<file path="src/rtl/alu_accum_seq.sv">
// Sequential accumulate ALU: a job seeds the accumulator, folds in a stream of
// operands with a fixed opcode, then presents the final value until it is taken.
module alu_accum_seq #(
    parameter int WIDTH = 8
) (
    input  logic             clk,
    input  logic             rst_n,
    input  logic             start,
    input  logic [1:0]       opcode,
    input  logic [WIDTH-1:0] init,
    input  logic [3:0]       len,
    input  logic             op_valid,
    input  logic [WIDTH-1:0] op_data,
    output logic             op_ready,
    output logic             res_valid,
    output logic [WIDTH-1:0] res_data,
    output logic             res_carry,
    output logic             res_zero,
    input  logic             res_ready,
    output logic             busy
);

    localparam logic [1:0] OpAnd = 2'b00;
    localparam logic [1:0] OpXor = 2'b01;
    localparam logic [1:0] OpAdd = 2'b10;
    localparam logic [1:0] OpSub = 2'b11;

    typedef enum logic [1:0] {
        IDLE = 2'b00,
        RUN  = 2'b01,
        DONE = 2'b10
    } state_t;

    state_t           state_q, state_d;
    logic [WIDTH-1:0] acc_q, acc_d;
    logic             carry_q, carry_d;
    logic [3:0]       remCount_q, remCount_d;
    logic [1:0]       opcode_q, opcode_d;

    logic             startAccept;
    logic             opAccept;
    logic             lastAccept;
    logic             resHandshake;
    logic [WIDTH-1:0] aluResult;
    logic             aluCarry;
    logic [WIDTH:0]   sumExt;
    logic [WIDTH:0]   diffExt;

    assign startAccept  = (state_q == IDLE) && start;
    assign opAccept     = (state_q == RUN) && op_valid;
    assign lastAccept   = opAccept && (remCount_q == 4'd1);
    assign resHandshake = (state_q == DONE) && res_ready;

    always_ff @(posedge clk or negedge rst_n) begin
        if (!rst_n) begin
            state_q <= IDLE;
        end else begin
            state_q <= state_d;
        end
    end

    always_comb begin
        state_d = state_q;
        unique case (state_q)
            IDLE: begin
                if (start) begin
                    state_d = (len != 4'd0) ? RUN : DONE;
                end
            end
            RUN: begin
                if (lastAccept) begin
                    state_d = DONE;
                end
            end
            DONE: begin
                if (resHandshake) begin
                    state_d = IDLE;
                end
            end
            default: state_d = IDLE;
        endcase
    end

    // Result fields are gated so they read zero outside DONE, matching the reset view.
    always_comb begin
        op_ready  = 1'b0;
        res_valid = 1'b0;
        busy      = 1'b0;
        res_data  = '0;
        res_carry = 1'b0;
        res_zero  = 1'b0;
        unique case (state_q)
            RUN: begin
                op_ready = 1'b1;
                busy     = 1'b1;
            end
            DONE: begin
                res_valid = 1'b1;
                busy      = 1'b1;
                res_data  = acc_q;
                res_carry = carry_q;
                res_zero  = (acc_q == '0);
            end
            default: begin
                op_ready = 1'b0;
            end
        endcase
    end

    // Borrow for SUB falls out of the extended difference's top bit (acc < op_data).
    always_comb begin
        sumExt    = {1'b0, acc_q} + {1'b0, op_data};
        diffExt   = {1'b0, acc_q} - {1'b0, op_data};
        aluResult = '0;
        aluCarry  = 1'b0;
        unique case (opcode_q)
            OpAnd: aluResult = acc_q & op_data;
            OpXor: aluResult = acc_q ^ op_data;
            OpAdd: begin
                aluResult = sumExt[WIDTH-1:0];
                aluCarry  = sumExt[WIDTH];
            end
            OpSub: begin
                aluResult = diffExt[WIDTH-1:0];
                aluCarry  = diffExt[WIDTH];
            end
            default: aluResult = '0;
        endcase
    end

    always_comb begin
        acc_d      = acc_q;
        carry_d    = carry_q;
        remCount_d = remCount_q;
        opcode_d   = opcode_q;
        if (startAccept) begin
            acc_d      = init;
            carry_d    = 1'b0;
            remCount_d = len;
            opcode_d   = opcode;
        end else if (opAccept) begin
            acc_d      = aluResult;
            carry_d    = aluCarry;
            remCount_d = remCount_q - 4'd1;
        end
    end

    always_ff @(posedge clk or negedge rst_n) begin
        if (!rst_n) begin
            acc_q      <= '0;
            carry_q    <= 1'b0;
            remCount_q <= 4'd0;
            opcode_q   <= OpAnd;
        end else begin
            acc_q      <= acc_d;
            carry_q    <= carry_d;
            remCount_q <= remCount_d;
            opcode_q   <= opcode_d;
        end
    end

endmodule

</file>
<file path="config.mk">
export PLATFORM = sky130hd
export DESIGN_NAME = alu_accum_seq
export DESIGN_NICKNAME = d
export VERILOG_FILES = /design/src/rtl/alu_accum_seq.sv
export SDC_FILE = /design/constraint.sdc
export NUM_CORES = 1
export LEC_CHECK = 0
export CAP_MARGIN = 20
export CORE_MARGIN = 8
export CORE_UTILIZATION = 24
export DETAILED_ROUTE_END_ITERATION = 8
export SETUP_SLACK_MARGIN = 0.2
export SLEW_MARGIN = 20
export SYNTH_ARGS = -nofsm -noshare
export SYNTH_HDL_FRONTEND = slang
export SYNTH_SLANG_ARGS = --single-unit
export TNS_END_PERCENT = 30
</file>
<file path="constraint.sdc">
create_clock -name clk -period 2.06 [get_ports clk]
set_input_delay 0.309 -clock clk [delete_from_list [all_inputs] [get_ports clk]]
set_output_delay 0.309 -clock clk [all_outputs]
set_load 0.01 [all_outputs]
</file>
==> run_results.csv, run 1 <==
group,metric,value,unit
sta,fmax,477,MHz
placed_design,port_buffers,39,
synthesis,synth_top_area_share,22.1,%
setup_path,end_kind,"flop",
floorplanning,core,7770,um2
grt,overflow,0,
sta,rsz0062_at_grt,"yes",
cts,ctsHtreeMaxLevel,1,
floorplanning,num_rows,32,
grt,grt_pass1_vias,1994,
setup_path,startpoint_type,"flop",
power_and_ir_drop,switchingPower,1900,uW
layout,antennaDiodeCount,0,
worst_hold_path,hold_path_class,"input pin to async pin",
sta,setup_violations,1,
placed_design,dp_hpwl,4770,um
power_and_ir_drop,finalPower,4220,uW
power_and_ir_drop,power.density,1400,nW/um2
setup_path,required,2190,ps
sta,relSlewSlack,70.3,%
layout,drive_above_1_share,33.7,%
setup_path,setup.worst_path.class,"flop to flop",
floorplanning,die_y,106,um
grt,grt_max_degree,18,
power_and_ir_drop,p_seq_share,17.3,%
grt,grt_use_total,10.6,%
power_and_ir_drop,leakage,0.00132,uW
cts,clk_pin_slew,70,ps
grt,antenna_found_initial,0,
drt,wl_met1,2550,um
placed_design,routabilityCongestion,0.813,
synthesis,avgSynthCellArea,8.31,um2
cts,cts.sinks,17,
synthesis,synthCells,232,
drt,wl_met2,3250,um
cts,clockBufferDepth,2,
drt,drt_iter0_drc,73,
drt,wirelength,6160,um
floorplanning,start_util,24.8,%
grt,grt_pass1_wl,9700,um
sta,worst_slack,-36.4,ps
sta,drv_slew,0,
cts,cts_buffers,3,
cts,clk_latency,250,ps
sta,hold_viol,0,
synthesis,yosysWarnings,0,
power_and_ir_drop,sw_frac_of_total,45.0,%
cts,cts_hold_buf,0,
synthesis,yosysSeqAreaShare,22.1,%
sta,fin_hold_ws,384,ps
layout,layout_common_cells,"buf_4, nand2_1, clkdlybuf4s50_1",
synthesis,synth.distinct_cells,55,
cts,cts_tree,"done",
layout,fin_util,38.8,%
drt,routed.top_layer,"met4",
run_status,status,"finished, violations left",
run_status,failed_checks,"negative setup slack",
synthesis,synth-seq-cells,17,
layout,layout_commonest_cell,"buf_4",
power_and_ir_drop,irDropWorstVdd,0.000338,V
setup_path,cp_max_fo,4,
sta,skew,7.83,ps
drt,ant_nets,0,
power_and_ir_drop,intPower,2320,uW
floorplanning,ios,40,
power_and_ir_drop,clkPwrFrac,5.9,%
drt,drtPass1Iterations,4,
drt,drt-vias-per-instance,4.60,
synthesis,yosys.area.top_type,"dfrtp_1",
drt,drc,0,
power_and_ir_drop,p_comb_share,76.8,%
synthesis,synth-main-ff-cell,"dfrtp_1",
drt,wl_per_cell,14.8,um
synthesis,syn-num-nets,283,
synthesis,synth_area_leaders,"dfrtp_1, ha_1, nand2_1",
layout,area_growth,56.6,%
drt,vias,1918,
setup_path,arrival,2230,ps
sta,worst-slew-pin-transition,440,ps
floorplanning,die_w,106,um
sta,min_period,2100,ps
layout,fill_cells,811,
run,max-cap-violations,0,
synthesis,synth-edff-count,0,
sta,period_share,102,%
layout,nets,367,
cts,cts.root.buffer_cell,"clkbuf_8",
floorplanning,die_area,11200,um2
drt,wl_met3,279,um
synthesis,ys_async_sr_fraction,100,%
setup_path,r2r_setup_slack,-40,ps
synthesis,synthesis.area,1930,um2
[cells in the mapped netlist (3+ instances only)]
library cell / number
xnor2_1: 7
nor4_1: 3
buf_6: 3
a31oi_1: 6
dfrtp_1: 17
inv_1: 21
clkbuf_1: 4
ha_1: 22
mux2i_1: 4
nand2_1: 25
o22ai_1: 4
nand2b_1: 5
buf_4: 3
xor2_1: 3
a21oi_1: 16
o21ai_0: 10
and2_1: 9
nand3_1: 3
nor2b_1: 3
nor2_1: 19
[worst paths after layout]
| path | from | to | depth (start not counted) |
|---|---|---|---|
| setup / recovery | acc_q[4] | acc_q[7] | 8 |
| hold / removal | rst_n | acc_q[0] | 2 |
| setup reg to reg | acc_q[4] | acc_q[7] | 8 |
| hold reg to reg | carry_q | carry_q | 1 |
| max in group asynchronous | rst_n | acc_q[4] | 2 |
| min in group clk | carry_q | carry_q | 1 |
[routing by layer]
metal | GRT usage [%] | vias up
li1 | - | 978
met1 | 12.4 | 891
met2 | 19.2 | 43
met3 | 1.77 | 6
met4 | 2.91 | 0
met5 | 0 | -
[area by class of cell]
cell class | count | area (um2) | area share, %
Clock inverter | 1 | 5.00 | 0.166
Timing Repair Buffer | 93 | 798 | 26.5
Tap cell | 102 | 128 | 4.23
Sequential cell | 17 | 430 | 14.3
Multi-Input combinational cell | 178 | 1520 | 50.5
Inverter | 23 | 91.3 | 3.03
Clock buffer | 3 | 41.3 | 1.37
[worst max-delay path: stages, from the launching register on]
cell and delay [ps]:
dfrtp_2 440, buf_6 140, ha_2 190, a221oi_4 350
buf_4 180, o22ai_4 60, or3b_1 360, a21oi_2 160
o31ai_2 80
[cell families (layout without fill, tap and decap cells)]
kind of cell / after synthesis / count (layout) / synth area share [%]
AOI/OAI and AO/OA: 64 / 64 / 24.9
xor gates and xnor gates: 10 / 10 / 4.55
adders and majority gates: 24 / 24 / 16.4
buffers and inverters: 37 / 120 / 9.61
DFF: 17 / 17 / 22.1
muxes: 5 / 5 / 3.25
and+or+nand+nor: 75 / 75 / 19.3
[power groups by stage]
stage                     Sequential (uW)  Combinational [uW]  Clock [uW]
after floorplan                       626                1830           0
after global placement                682                2770           0
after detailed placement              686                2800           0
after CTS                             709                3070         259
after global routing                  753                3570         270
final                                 730                3240         251
[sequential cells by signal (all words and copies together), names as in the netlist]
signal      count
opcode_q        2
remCount_q      4
carry_q         1
acc_q           8
state_q         2
[metrics by stage]
stage / worst slack [ps] / instances / setup TNS [ps] / area, um2
after floorplan: 118 / 232 / 0 / 1930
after global placement: -391 / 403 / -2560 / 2680
after detailed placement: -439 / 403 / -2730 / 2680
after CTS: -12.8 / 415 / -22.5 / 2910
after global routing: -111 / 417 / -178 / 3020
final: -36.4 / 417 / -36.4 / 3020
[what timing repair did]
action                     in CTS  in global routing
gates resized for setup        48                 26
buffers inserted                8                  2
setup endpoints to repair      20                 19
pin swaps                      22                 21
No activity file was read; power rests on OpenSTA's default activity.
==> run 2, diff against run 1 <==
- TNS_END_PERCENT: 30 -> unset
==> run 2 against run 1 <==
  * Highest routed layer unchanged
  * First-iteration DRC count grew 19%
  * Worst hold slack improved by 2.3 ps
  * Critical path type unchanged
  * The flow now finishes without violations
  * Sequential cell count stayed put
  * Core utilization increased by 0.60 points
  * Critical endpoint is now acc_q[6]
==> run_results.csv, run 2 (synthesis gave the netlist of run 1 again) <==
group,metric,value,unit
run_status,status,"finished clean",
sta,relSlewSlack,70.4,%
placed_design,dp_hpwl,4700,um
floorplanning,die_y,106,um
grt,grt_max_degree,18,
sta,min_period,2020,ps
drt,drtPass1Iterations,4,
floorplanning,die_area,11200,um2
power_and_ir_drop,leakage,0.00138,uW
drt,drt_iter0_drc,87,
cts,clk_pin_slew,60,ps
grt,grt_pass1_wl,9520,um
setup_path,arrival,2150,ps
sta,worst-slew-pin-transition,443,ps
layout,drive_above_1_share,35.1,%
placed_design,port_buffers,39,
power_and_ir_drop,power.density,1430,nW/um2
setup_path,end_kind,"flop",
grt,overflow,0,
cts,cts_buffers,3,
sta,fmax,495,MHz
floorplanning,num_rows,32,
placed_design,routabilityCongestion,0.810,
placed_design,dp_cells,404,
layout,largest_register_ffs,8,
layout,fill_cells,789,
drt,ant_nets,0,
grt,grt_use_total,10.4,%
run,max-cap-violations,0,
power_and_ir_drop,sw_frac_of_total,44.5,%
cts,cts_hold_buf,0,
power_and_ir_drop,finalPower,4380,uW
sta,drv_slew,0,
setup_path,setup.worst_path.class,"flop to flop",
floorplanning,start_util,24.8,%
layout,layout_commonest_cell,"buf_4",
power_and_ir_drop,p_seq_share,16.9,%
setup_path,startpoint_type,"flop",
drt,wl_per_cell,14.4,um
layout,reg_top3,"acc_q: 8 flops, remCount_q: 4 flops",
setup_path,cp_max_fo,4,
drt,drt-vias-per-instance,4.62,
floorplanning,die_w,106,um
floorplanning,core,7770,um2
power_and_ir_drop,switchingPower,1950,uW
cts,clockBufferDepth,2,
cts,cts.root.buffer_cell,"clkbuf_8",
layout,area_growth,59.0,%
layout,fin_cells,418,
grt,antenna_found_initial,0,
setup_path,required,2190,ps
power_and_ir_drop,irDropWorstVdd,0.000326,V
layout,antennaDiodeCount,0,
cts,cts.sinks,17,
sta,skew,1.17,ps
layout,largest-register,"acc_q",
drt,drc,0,
cts,cts_tree,"done",
floorplanning,ios,40,
layout,nets,368,
cts,ctsHtreeMaxLevel,1,
cts,clk_latency,250,ps
layout,layout_common_cells,"buf_4, nand2_1, clkdlybuf4s50_1",
drt,vias,1932,
sta,rsz0062_at_grt,"yes",
layout,fin_util,39.4,%
power_and_ir_drop,p_comb_share,77.4,%
power_and_ir_drop,intPower,2430,uW
sta,hold_viol,0,
power_and_ir_drop,clkPwrFrac,5.7,%
sta,setup_violations,0,
sta,period_share,98.2,%
grt,grt_pass1_vias,1978,
worst_hold_path,hold_path_class,"input pin to async pin",
drt,wirelength,6000,um
-- run 2: worst max-delay path, cell delays in order, from the launching register on --
cell and delay (ps):
dfrtp_2 460, inv_4 90, ha_4 120, inv_2 30
fa_2 360, a21oi_2 200, o21ai_2 90, a21oi_2 170
xnor2_2 90, a31oi_1 200, o41ai_2 90
-- run 2: per-layer routing --
layer | track usage (%) | vias up | part of all wire [%]
met5 | 0 | - | 0
met4 | 2.61 | 0 | 1.7
met1 | 12.0 | 910 | 42
met2 | 19.3 | 36 | 53
li1 | - | 976 | -
met3 | 1.58 | 10 | 3.4
-- run 2: path summary, 6_finish.rpt --
kind	depth (start not counted)	slack (ps)	startpoint	to
worst max-delay path	10	40	acc_q[0]	acc_q[6]
worst min-delay path	2	390	rst_n	acc_q[1]
worst max register to register	10	40	acc_q[0]	acc_q[6]
worst min register to register	1	520	carry_q	carry_q
max in group asynchronous	2	1460	rst_n	acc_q[4]
min in group clk	1	520	carry_q	carry_q
-- run 2: layout make-up --
cell class / count / area [um2] / share of cell area, %
well taps: 102 / 128 / 4.17
inverters: 23 / 93.8 / 3.06
multi-input cells: 178 / 1560 / 50.9
repair buffers: 94 / 806 / 26.3
clock buffers: 4 / 45.0 / 1.47
flip-flops and latches: 17 / 430 / 14.1
-- run 2: stage by stage --
stage	TNS (ps)	cell area [um2]	hold WS, ps	worst slack (ps)
after global routing	-88.4	3060	414	-35.9
after floorplan	0	1940	13.4	118
final	0	3060	386	37.9
after detailed placement	-2590	2700	510	-394
after CTS	0	2930	390	45.1
after global placement	-2280	2700	508	-357
-- run 2: timing repair --
| action | in CTS | in global routing |
|---|---|---|
| setup buffers | 5 | 5 |
| pin swaps | 23 | 20 |
| hold endpoints to repair | 0 | 0 |
| gates resized for setup | 58 | 23 |
| setup endpoints to repair | 20 | 10 |
-- run 2: power groups by stage --
stage	clock network, uW	registers, uW	logic (uW)
after detailed placement	0	701	2830
final	249	743	3390
after floorplan	0	626	1840
after global routing	264	765	3700
after global placement	0	699	2800
after CTS	257	745	3110
==> run 3, diff against run 2 <==
- RECOVER_POWER: unset -> 100
==> run 3 against run 2 <==
  * Count of clock-buffer cells in the layout is the same
  * Non-clock buffer count is the same
  * First-iteration DRC count shrank 10%
  * Largest cell class unchanged
  * Cell area shrank 0.57%
  * Register-to-register slack gained 20 ps
  * Die area is the same
  * Final cell count is the same
  * Largest power group unchanged
  * Critical endpoint unchanged
  * Power shrank 0.51%
  * Sequential cell count is the same
  * Global-route usage is the same
==> run_results.csv, run 3 (synthesis gave the netlist of run 1 again) <==
group,metric,value,unit
layout,layout_commonest_cell,"buf_4",
setup_path,crit-reg2reg-launch,"acc_q[0]",
sta,fmax,500,MHz
floorplanning,num_rows,32,
cts,ctsHtreeMaxLevel,1,
power_and_ir_drop,power.density,1430,nW/um2
drt,drt_iter0_drc,78,
floorplanning,start_util,24.8,%
layout,area_growth,58.1,%
floorplanning,die_w,106,um
setup_path,r2r_setup_slack,60,ps
layout,antennaDiodeCount,0,
drt,drt-vias-per-instance,4.63,
cts,cts_tree,"done",
floorplanning,ios,40,
sta,relSlewSlack,36.5,%
drt,ant_nets,0,
run,max-cap-violations,0,
run_status,status,"finished clean",
drt,vias,1935,
grt,overflow,0,
placed_design,routabilityCongestion,0.810,
sta,drv_slew,0,
drt,wirelength,6000,um
layout,drive_above_1_share,33.9,%
worst_hold_path,hold_path_class,"flop to flop",
setup_path,startpoint_type,"flop",
setup_path,worstSetupStartpoint,"acc_q[0]",
sta,setup_violations,0,
sta,fin_hold_ws,518,ps
setup_path,required,2190,ps
grt,grt_pass1_wl,9520,um
drt,wl_per_cell,14.4,um
power_and_ir_drop,leakage,0.00134,uW
floorplanning,die_y,106,um
layout,reg_top3,"acc_q: 8 flops, remCount_q: 4 flops",
grt,antenna_found_initial,0,
setup_path,arrival,2130,ps
layout,layout_common_cells,"buf_4, nand2_1, clkdlybuf4s50_1",
grt,grt_pass1_vias,1978,
placed_design,dp_hpwl,4700,um
cts,cts_buffers,3,
layout,nets,368,
cts,clk_latency,250,ps
setup_path,setup.worst_path.class,"flop to flop",
layout,largest_register_ffs,8,
sta,rsz0062_at_grt,"yes",
setup_path,end_kind,"flop",
setup_path,r2r-end,"acc_q[6]",
sta,tns,0,ps
cts,clockBufferDepth,2,
drt,drtPass1Iterations,5,
sta,period_share,97.1,%
setup_path,cp_max_fo,4,
cts,clk_pin_slew,60,ps
setup_path,crit_end,"acc_q[6]",
cts,cts.root.buffer_cell,"clkbuf_8",
floorplanning,die_area,11200,um2
floorplanning,core,7770,um2
placed_design,port_buffers,39,
sta,worst-slew-pin-transition,953,ps
sta,skew,1.54,ps
grt,grt_use_total,10.4,%
sta,min_period,2000,ps
drt,drc,0,
sta,hold_viol,0,
cts,cts.sinks,17,
layout,largest-register,"acc_q",
grt,grt_max_degree,18,
power_and_ir_drop,irDropWorstVdd,0.000325,V
setup_path,reg2regPathDepth,10,
## run 3: worst min path at each step
stage	cells after the start	start	endpoint	slack, ps
2_1_floorplan	0	rst_n	acc_q[0]	10
3_3_place_gp	1	carry_q	carry_q	510
3_5_place_dp	1	carry_q	carry_q	510
4_1_cts	2	rst_n	acc_q[1]	390
5_1_grt	1	carry_q	carry_q	560
6_report	1	carry_q	carry_q	520
## run 3: stage by stage
stage	power, uW	instance area (um2)	cells	setup WS, ps	util [%]
after global routing	4710	3050	418	-35.9	39.2
after CTS	4110	2930	413	45.1	37.8
after floorplan	2470	1940	232	118	-
after global placement	3500	2700	404	-357	34.7
final	4360	3050	418	60.4	39.2
after detailed placement	3530	2700	404	-394	34.7
## run 3: timing repair
action	4_1_cts	5_1_grt
pin swaps	23	20
hold buffers	0	0
setup endpoints to repair	20	10
buffers inserted	5	5
gates resized for setup	58	23
## run 3: report_power, final
group	leakage, uW	switching, uW	internal (uW)
sequential	0.000201	239	502
clock	0.0000228	111	137
combinational	0.00112	1600	1770
total	0.00134	1950	2410
## run 3: per-layer routing
metal	vias to the layer above	part of all wire [%]	GRT usage, %
met5	-	0	0
met4	0	1.6	2.61
met3	10	3.1	1.58
met2	31	53	19.3
met1	921	42	12.0
li1	973	-	-
## run 3: layout make-up
cell class                      instances  area, um2
Tap cell                              102        128
Fill cell                             797       4720
Clock buffer                            4       45.0
Multi-Input combinational cell        178       1560
Sequential cell                        17        430
Inverter                               23       93.8
Timing Repair Buffer                   94        788
## run 3: worst max-delay path: stages, from the launching register on
cell and delay [ps]:
dfrtp_2 450, inv_4 90, ha_4 120, inv_2 30
fa_2 360, a21oi_2 180, o21ai_2 90, a21oi_2 170
xnor2_2 90, a31oi_1 200, o41ai_2 90
